File: src/rtl/game_state_controller.sv
// Round sequencer: title -> playing -> dying/game-over -> win, driving level
// reset, freeze, death blink and the elapsed-seconds timer.
//
// Ports:
//   Clk, Reset          clock and synchronous active-high reset
//   frame_clk           vsync-rate level; its rising edge is the frame tick
//   key_start           start key level; its rising edge is a start request
//   player1/2_dead      sticky death flags from the hazard blocks
//   player1/2_at_door   player overlaps its own exit door
//   game_state          0 title, 1 playing, 2 dying, 3 game over, 4 win
//   level_reset         one-cycle pulse into the hazard/player resets
//   freeze              high whenever not playing
//   dead_flash          renderer blink while dying
//   play_seconds        whole seconds elapsed in the current round
module game_state_controller #(
  parameter int DEATH_FRAMES   = 120,
  parameter int DOOR_FRAMES    = 30,
  parameter int FLASH_PERIOD   = 8,
  parameter int FRAMES_PER_SEC = 60,
  parameter int TIME_MAX       = 999
) (
  input  logic       Clk,
  input  logic       Reset,
  input  logic       frame_clk,
  input  logic       key_start,
  input  logic       player1_dead,
  input  logic       player2_dead,
  input  logic       player1_at_door,
  input  logic       player2_at_door,
  output logic [2:0] game_state,
  output logic       level_reset,
  output logic       freeze,
  output logic       dead_flash,
  output logic [9:0] play_seconds
);

  localparam int DW = $clog2(DEATH_FRAMES + 1);
  localparam int OW = $clog2(DOOR_FRAMES + 1);
  localparam int FW = $clog2(FLASH_PERIOD + 1);
  localparam int SW = $clog2(FRAMES_PER_SEC + 1);

  typedef enum logic [2:0] {
    S_TITLE     = 3'd0,
    S_PLAYING   = 3'd1,
    S_DYING     = 3'd2,
    S_GAME_OVER = 3'd3,
    S_WIN       = 3'd4
  } state_t;

  state_t        state, state_nxt;
  logic          frame_d, key_d;
  logic          lr, lr_nxt;
  logic          frz, frz_nxt;
  logic          flash, flash_nxt;
  logic [9:0]    secs, secs_nxt;
  logic [SW-1:0] sec_cnt, sec_cnt_nxt;
  logic [OW-1:0] door_cnt, door_cnt_nxt;
  logic [DW-1:0] death_cnt, death_cnt_nxt;
  logic [FW-1:0] flash_cnt, flash_cnt_nxt;

  logic tick;
  logic start;
  logic both_door;
  logic any_dead;

  assign tick      = frame_clk & ~frame_d;
  assign start     = key_start & ~key_d;
  assign both_door = player1_at_door & player2_at_door;
  assign any_dead  = player1_dead | player2_dead;

  always_ff @(posedge Clk) begin
    if (Reset) begin
      state     <= S_TITLE;
      frame_d   <= 1'b1;
      key_d     <= 1'b1;
      lr        <= 1'b0;
      frz       <= 1'b1;
      flash     <= 1'b0;
      secs      <= '0;
      sec_cnt   <= '0;
      door_cnt  <= '0;
      death_cnt <= '0;
      flash_cnt <= '0;
    end else begin
      state     <= state_nxt;
      frame_d   <= frame_clk;
      key_d     <= key_start;
      lr        <= lr_nxt;
      frz       <= frz_nxt;
      flash     <= flash_nxt;
      secs      <= secs_nxt;
      sec_cnt   <= sec_cnt_nxt;
      door_cnt  <= door_cnt_nxt;
      death_cnt <= death_cnt_nxt;
      flash_cnt <= flash_cnt_nxt;
    end
  end

  always_comb begin
    state_nxt     = state;
    lr_nxt        = 1'b0;
    flash_nxt     = flash;
    secs_nxt      = secs;
    sec_cnt_nxt   = sec_cnt;
    door_cnt_nxt  = door_cnt;
    death_cnt_nxt = death_cnt;
    flash_cnt_nxt = flash_cnt;

    unique case (state)
      S_TITLE, S_GAME_OVER: begin
        if (start) begin
          state_nxt    = S_PLAYING;
          lr_nxt       = 1'b1;
          secs_nxt     = '0;
          sec_cnt_nxt  = '0;
          door_cnt_nxt = '0;
        end
      end

      S_PLAYING: begin
        // Death flags are stale while our own level reset is in flight.
        if (!lr && any_dead) begin
          state_nxt     = S_DYING;
          death_cnt_nxt = DW'(DEATH_FRAMES);
          flash_cnt_nxt = '0;
          flash_nxt     = 1'b1;
        end else begin
          if (!both_door) begin
            door_cnt_nxt = '0;
          end else if (tick) begin
            door_cnt_nxt = door_cnt + OW'(1);
            if (door_cnt == OW'(DOOR_FRAMES - 1)) begin
              state_nxt = S_WIN;
            end
          end

          if (tick) begin
            if (sec_cnt == SW'(FRAMES_PER_SEC - 1)) begin
              sec_cnt_nxt = '0;
              if (secs != 10'(TIME_MAX)) begin
                secs_nxt = secs + 10'd1;
              end
            end else begin
              sec_cnt_nxt = sec_cnt + SW'(1);
            end
          end
        end
      end

      S_DYING: begin
        if (tick) begin
          if (death_cnt == DW'(1)) begin
            state_nxt = S_GAME_OVER;
            flash_nxt = 1'b0;
          end else begin
            death_cnt_nxt = death_cnt - DW'(1);
            if (flash_cnt == FW'(FLASH_PERIOD - 1)) begin
              flash_cnt_nxt = '0;
              flash_nxt     = ~flash;
            end else begin
              flash_cnt_nxt = flash_cnt + FW'(1);
            end
          end
        end
      end

      S_WIN: begin
        // No level reset: the final time stays on screen in TITLE.
        if (start) begin
          state_nxt = S_TITLE;
        end
      end

      default: begin
        state_nxt = S_TITLE;
      end
    endcase

    frz_nxt = (state_nxt != S_PLAYING);
  end

  assign game_state   = state;
  assign level_reset  = lr;
  assign freeze       = frz;
  assign dead_flash   = flash;
  assign play_seconds = secs;

endmodule

File: config.mk
export PLATFORM = sky130hd
export DESIGN_NAME = game_state_controller
export DESIGN_NICKNAME = d
export VERILOG_FILES = /design/src/rtl/game_state_controller.sv
export SDC_FILE = /design/constraint.sdc
export NUM_CORES = 1
export LEC_CHECK = 0
export ABC_AREA = 1
export CORE_ASPECT_RATIO = 1.25
export CORE_UTILIZATION = 40
export DETAILED_ROUTE_END_ITERATION = 8
export GPL_ROUTABILITY_DRIVEN = 0
export MAX_ROUTING_LAYER = met4
export SYNTH_ARGS = -nofsm -noshare
export SYNTH_HDL_FRONTEND = slang
export SYNTH_SLANG_ARGS = --single-unit
File: constraint.sdc
create_clock -name Clk -period 1.7 [get_ports Clk]
set_clock_uncertainty 0.05 [all_clocks]
set_input_delay 0.17 -clock Clk [delete_from_list [all_inputs] [get_ports Clk]]
set_output_delay 0.17 -clock Clk [all_outputs]
set_load 0.02 [all_outputs]
# == Word level (Yosys, flattened, before mapping) ==
# Index checks and enable logic that the tools add are counted.
# Widths: inputs -> output; s select.
# totals
ff_bits,40
inputBits,8
output_inout_bits,16
wordCells,96
# classes
addsub,5
eq_ne,20
mux,40
bitwise,8
n_reduce_logical,12
# ops
cell,n
$mux 10,5
$mux 3,8
$mux 6,4
$mux 7,3
$mux 5,4
$pmux 10 s2,1
$mux 4,4
$ne 2x2->1 const B,8
$reduce_and 4->1,4
$pmux 7 s2,1
$pmux 3 s4,1
$pmux 6 s2,1
$add 10x1->10 const B,1
$ne 10x10->1 const B,1
$pmux 5 s2,1
$pmux 4 s2,1
$eq 7x1->1 const B,1
$sub 7x1->7 const B,1
$add 6x1->6 const B,1
$eq 3x2->1 const B,2
$eq 6x6->1 const B,1
$ne 3x3->1 const B,2
$reduce_and 6->1,1
$add 5x1->5 const B,1
16 further kinds,27

# == Logic depth before layout (Yosys ltp) ==
# Gate-level depths: netlist (run 1).
# logic_depth
ltp_word,7
mapped_depth,11
mapped_depth_nobuf,10

# == Worst setup path before layout (run 1) ==
# Ideal clock, no wire load.
# synth_timing
path_type,register -> register
start,reg secs[0] (netlist: play_seconds[0])
end,reg secs[1] (netlist: play_seconds[1])
setup_time_ps,112
arrival_ps,1510
required_ps,1538
path_slack_ps,27
stages_incl_launch_ff,11
n_path_buf,0
period_less_slack_ps,1673
path_cell_list,dfxtp_1 ha_1 nand2_1 nor2_1 nand2_1 nor2_1 nor2_4 nand2_4 nand2_1 nand2_1 nor2_1
# synth_between
elab_chain_cells,6
elab_cells_between_ends,9
classes_between,add/sub: 1; eq/ne: 2; mux: 5; reduce/logical: 1
# synth_lines
element,line,source
from (decl),55,"logic [9:0] secs, secs_nxt;"
from (signal assigned),91,secs <= secs_nxt;
$add 10x1->10,141,secs_nxt = secs + 10'd1;
$mux 10,140,if (secs != 10'(TIME_MAX)) begin
$mux 10,138,if (sec_cnt == SW'(FRAMES_PER_SEC - 1)) begin
$mux 10,137,if (tick) begin
$mux 10,122,if (!lr && any_dead) begin
$pmux 10 s2,109,unique case (state)
# Several ways; a longest one is shown, not always the timed one. The select of a mux whose other input is x is not followed.
# A chain may end at the register's enable or synchronous reset.

# == Worst setup path after layout (run 1) ==
# layout_timing
start,reg secs[6] (netlist: play_seconds[6])
end,out play_seconds[6]
# layout_lines
element,line,source
to (decl),34,output logic [9:0] play_seconds
# No word-level cell between the ends.

==> key figures, run 1 <==
Critical path
  – Crit path max-delay family: buffers and inverters
  – Critical Path Start: play_seconds[6]
  – CP bufs+invs: 1
  – Crit path cell chain: clkdlybuf4s50_1
  – Worst path required time: 1.48 ns
  – RR Startpoint: play_seconds[0]
  – Crit path largest cell delay: 0.65 ns
  – Crit path max fanout: 7
  – Crit. End Element: output pin
  – Setup CP Type: reg -> out
  – Crit path max-delay cell type: clkdlybuf4s50_1
  – Worst setup SP type: flip-flop
  – Worst EP arrival: 1.40 ns

Die
  – Die Width: 70.2 um
  – Initial Utilization: 0.421
  – Core ar.: 0.00552 mm2
  – I/O pins: 24
  – Row count: 30
  – Die area: 0.00612 mm2
  – Die H: 87.2 um

Drt
  – Routed WL: 5380 um
  – DR WL/cell: 11.1 um
  – Vias per cell: 4.89
  – Antenna viol nets, final: 0
  – First DRT Iteration DRCs: 102
  – DRC Markers: 0
  – DR pass1 iterations: 4
  – DR vias: 2371

Cells and area
  – Layout Utilization: 0.554
  – Fin nets: 435
  – Post-Layout Cell Count: 485
  – Most frequent cells in the layout: nand2_1, nor2_1, nand3_1, dfxtp_1
  – Filler cell count in the final layout: 572
  – Inserted Diodes: 0
  – Area growth syn-to-layout: 31.6%
  – Share of cells above drive strength 1: 0.178
  – Commonest non-fill, non-tap cell in the layout: nand2_1

Synthesis
  – Ys flop type: dfxtp_1
  – Syn_nets: 375
  – Number of synthesized flops with an enable pin: 0
  – Netlist cell types: 28
  – Yosys warns: 0
  – Post-synthesis sequential area ratio: 0.345
  – Post-Syn Area: 0.00232 mm2
  – Mapped Cells: 360
  – Asr flop ratio synth: 0
  – Avg Cell Area, Syn: 6.45 um2
  – FF+latch count, synth: 40

Hold path
  – Worst hold path class: in -> reg
  – Worst hold path startpoint: frame_clk

Global route
  – Overflow after GRT: 0
  – Initial antenna violation count: 0
  – First-pass GRT wire length: 9610 um
  – Pin count of the biggest net entering global routing: 14
  – Number of global-route vias before repair: 2175
  – GRT Overall Usage: 0.199

CTS
  – CTS Buf Count: 5
  – Root Driver: clkbuf_8
  – Htree depth: 2
  – CTS Sinks: 40
  – Clock Pin Slew Worst Setup and Hold Paths: 0.07 ns
  – Clock Tree Buf Depth: 2
  – Clk_lat worst skew: 0.29 ns
  – CTS tree: yes

Placement
  – HPWL after DPL: 4070 um
  – DP Cell Count: 474
  – # port buffers: 23

Timing
  – Fmax achieved: 617 MHz
  – Final hold vios: 0
  – Min Tclk post-route: 1.62 ns
  – Relative slew margins: 0.831
  – # setup viols final: 0
  – Worst-margin pin slew: 0.251 ns
  – Tcrit/Tclk final: 0.953
  – Final Max Slew Viols: 0
  – RSZ-0062 raised after global routing: true

Pwr
  – Maximum vdd ir drop: 0.495 mV
  – Power Density: 911 mW/mm2
  – Leakage: 1.25 nW

Run status
  – Run status: complete, no violations

Run
  – Max Cap Violations: 0
## per-layer routing
| layer | up-vias | routed length (um) | track usage |
|---|---|---|---|
| met1 | 1056 | 2560 | 0.244 |
| met5 | - | 0 | - |
| met4 | 0 | 91 | 0.0636 |
| li1 | 1278 | - | - |
| met2 | 29 | 2570 | 0.332 |
| met3 | 8 | 152 | 0.0370 |
## cell usage after synthesis (3+ instances only)
master / number / area [um2]
nand2_2: 6 / 37.5
nor2_4: 3 / 33.8
nand3_1: 43 / 215
inv_2: 3 / 11.3
xor2_1: 5 / 43.8
ha_1: 7 / 87.6
a21oi_1: 33 / 165
nor2_1: 51 / 191
clkbuf_1: 4 / 15.0
nand2_1: 93 / 349
inv_1: 34 / 128
nor3b_1: 4 / 30.0
nor3_1: 3 / 15.0
o21ai_0: 11 / 55.1
dfxtp_1: 40 / 801
## layout make-up
cell class	instances	area (um2)	area share
repair buffers	59	528	0.173
flip-flops and latches	40	803	0.263
well taps	64	80.1	0.0262
inverters	38	145	0.0475
clock inverters	2	35.0	0.0115
clock buffers	6	72.6	0.0237
multi-input cells	276	1390	0.456
## per-stage QoR
stage	setup WS, ns	area, um2	setup TNS [ns]	power (mW)	hold WS [ns]
floorplan	0.0272	2320	0	1.61	0.216
global placement	-0.0834	2880	-0.557	1.98	0.423
detailed placement	-0.112	2880	-0.877	1.99	0.431
CTS	0.0102	2980	0	2.77	0.372
global route	-0.00990	3060	-0.00990	2.99	0.404
finish	0.0798	3060	0	2.78	0.376
## state kept, by name, summed over array words and instances, names as in the netlist, 3 cells and up
register	flops
death_cnt	7
door_cnt	5
flash_cnt	4
game_state	3
play_seconds	10
sec_cnt	6
## cell families after synthesis
| logic type | after synthesis | synth area share |
|---|---|---|
| buffers and inverters | 44 | 0.0749 |
| DFF | 40 | 0.345 |
| adders and majority gates | 7 | 0.0377 |
| xor gates and xnor gates | 7 | 0.0264 |
| AOI/OAI and AO/OA | 48 | 0.106 |
| and+or+nand+nor | 214 | 0.410 |
## power breakdown
| group | leakage (nW) | internal (mW) | switching [mW] |
|---|---|---|---|
| Clock | 0.0552 | 0.436 | 0.328 |
| Sequential | 0.325 | 1.00 | 0.0557 |
| Combinational | 0.866 | 0.434 | 0.528 |
## final timing paths
check,end,slack (ns),cells after the start
worst max-delay path,play_seconds[6],0.08,1
worst min-delay path,frame_d,0.38,3
worst max register to register,play_seconds[4],0.13,9
worst min register to register,door_cnt[4],0.44,2
## timing repair
| item | CTS | global route |
|---|---|---|
| setup endpoints to repair | 1 | 26 |
| resized for setup | 1 | 18 |
| gates cloned | 0 | 0 |
| hold buffers | 0 | 0 |
| pin swaps | 0 | 5 |
| setup buffers | 0 | 3 |
| endpoints found under the hold margin | 0 | 0 |
No activity file was read; power rests on OpenSTA's default activity.
==> run 2, diff against run 1 <==
--- a/config.mk
+++ b/config.mk
@@ -7,6 +7,7 @@
 export LEC_CHECK = 0
 export ABC_AREA = 1
 export CORE_ASPECT_RATIO = 1.25
+export CORE_MARGIN = 2
 export CORE_UTILIZATION = 40
 export DETAILED_ROUTE_END_ITERATION = 8
 export GPL_ROUTABILITY_DRIVEN = 0
==> run 2 against run 1 <==
Power is essentially flat. Routed wire length grew 1.3%. Register-to-register slack gained 0.02 ns. Clock power grew 12%. Critical endpoint unchanged. Sequential power is essentially flat. Fmax grew 0.68%. Die area grew 5.2%. Global-route usage shrank 1.1 points.
==> key figures, run 2 (synthesized netlist as in run 1, its figures left out) <==
CTS
  – Clock Tree Buf Depth: 2 (unchanged)
  – Clock Pin Slew Worst Setup and Hold Paths: 0.08 ns (about the same)
  – CTS Sinks: 40 (unchanged)
  – Root Driver: clkbuf_8
  – CTS tree: yes
  – Htree depth: 2 (unchanged)
  – Setup bufs post-CTS: 0 (unchanged)
  – CTS Buf Count: 5 (unchanged)
  – Clk_lat worst skew: 0.29 ns (about the same)

Cells and area
  – Inserted Diodes: 0 (unchanged)
  – Fin nets: 429 (-1.4%)
  – Share of cells above drive strength 1: 0.152 (-0.0263)
  – Area growth syn-to-layout: 28.4%
  – Number of flip-flops in the largest register: 10 (unchanged)
  – Commonest non-fill, non-tap cell in the layout: nand2_1
  – Final instance area: 0.00298 mm2 (-2.5%)
  – Most frequent cells in the layout: nand2_1, nor2_1, nand3_1, dfxtp_1, inv_1

Drt
  – Vias per cell: 4.93 (+0.92%)
  – Antenna viol nets, final: 0 (unchanged)
  – DR WL/cell: 11.3 um (+2.1%)
  – DR pass1 iterations: 4 (unchanged)
  – DR vias: 2373 (+0.084%)
  – DRC Markers: 0 (unchanged)
  – Routed WL: 5450 um (+1.3%)
  – First DRT Iteration DRCs: 113 (+11%)

Critical path
  – CP bufs+invs: 1 (unchanged)
  – Crit path cell chain: clkdlybuf4s50_1
  – Crit path max-delay family: buffers and inverters
  – Worst setup SP type: flip-flop
  – Worst path required time: 1.48 ns (about the same)
  – Crit path max fanout: 7 (unchanged)
  – Crit. End Element: output pin
  – Setup CP Type: reg -> out
  – Worst EP arrival: 1.39 ns (about the same)
  – Crit path largest cell delay: 0.65 ns (about the same)
  – Crit path max-delay cell type: clkdlybuf4s50_1

Timing
  – Min Tclk post-route: 1.61 ns (-0.0110 ns)
  – Final Max Slew Viols: 0 (unchanged)
  – Fin worst setup slack: 0.0908 ns (+0.0110 ns)
  – # setup viols final: 0 (unchanged)
  – Fmax achieved: 621 MHz (+0.68%)
  – Final hold vios: 0 (unchanged)
  – Setup_tns: 0 ns (unchanged)
  – Tcrit/Tclk final: 0.947 (-0.00648)
  – RSZ-0062 raised after global routing: true
  – Relative slew margins: 0.809 (-0.0225)
  – Worst-margin pin slew: 0.287 ns (+0.0364 ns)

Pwr
  – Power Density: 933 mW/mm2 (+2.5%)
  – Maximum vdd ir drop: 0.445 mV (-10%)
  – Leakage: 1.21 nW (-2.9%)
  – Power, Total: 2.78 mW (about the same)

Die
  – Die Width: 72.2 um (+2.9%)
  – Die area: 0.00644 mm2 (+5.2%)
  – I/O pins: 24 (unchanged)
  – Initial Utilization: 0.407 (-0.0136)
  – Core ar.: 0.00570 mm2 (+3.3%)
  – Die H: 89.2 um (+2.3%)
  – Row count: 31 (+3.3%)

Global route
  – Pin count of the biggest net entering global routing: 15 (+1)
  – Number of global-route vias before repair: 2140 (-1.6%)
  – First-pass GRT wire length: 9370 um (-2.5%)
  – GRT Overall Usage: 0.188 (-0.0114)
  – Overflow after GRT: 0 (unchanged)
  – Initial antenna violation count: 0 (unchanged)

Placement
  – HPWL after DPL: 4250 um (+4.4%)
  – Dpl cell area: 0.00284 mm2 (-1.1%)
  – # port buffers: 23 (unchanged)
  – Dpl ws: -0.0647 ns (+0.0475 ns)

Run status
  – Run status: complete, no violations

Hold path
  – Worst hold path class: in -> reg

Run
  – Max Cap Violations: 0 (unchanged)
[run 2: changes by cell type in the layout (fill, tap and decap cells not counted), moves of 2 or more]
| cell | previous run | this run |
|---|---|---|
| clkbuf_8 | 5 | 7 |
| a21oi_1 | 30 | 33 |
| buf_4 | 34 | 29 |
| a21oi_2 | 3 | 0 |
| nor2_4 | 5 | 3 |
| nor2_1 | 47 | 49 |
[run 2: cell type report]
class | instances | area [um2]
fillers | 559 | 2720
multi-input cells | 276 | 1360
clock buffers | 7 | 96.3
inverters | 38 | 145
well taps | 66 | 82.6
flip-flops and latches | 40 | 805
repair buffers | 53 | 468
clock inverters | 1 | 30.0
[run 2: stage by stage]
step / hold slack (ns) / util / instances
after floorplan: 0.216 / - / 360
after global placement: 0.421 / 0.499 / 473
after detailed placement: 0.427 / 0.499 / 473
after CTS: 0.374 / 0.521 / 481
after global routing: 0.402 / 0.523 / 481
final: 0.380 / 0.523 / 481
[run 2: metal layers]
layer | routed length (um) | global-route usage
met4 | 99 | 0.0703
met5 | 0 | -
met3 | 110 | 0.0383
met2 | 2820 | 0.336
met1 | 2410 | 0.204
[run 2: final timing paths]
path                         from  cells past startpoint         endpoint  slack (ns)
setup / recovery  play_seconds[6]                      1  play_seconds[6]        0.09
hold / removal          key_start                      3            key_d        0.38
setup reg to reg    game_state[0]                      9       sec_cnt[0]        0.15
hold reg to reg      flash_cnt[1]                      2     flash_cnt[1]        0.44
[run 2: repair_timing]
item,CTS,global route
hold buffers,0,0
resized for setup,0,8
endpoints found under the setup margin,0,30
[run 2: power breakdown]
part	switching, mW	internal [mW]	leakage [nW]
registers	0.0594	1.00	0.326
clock network	0.333	0.518	0.0645
logic	0.496	0.374	0.821
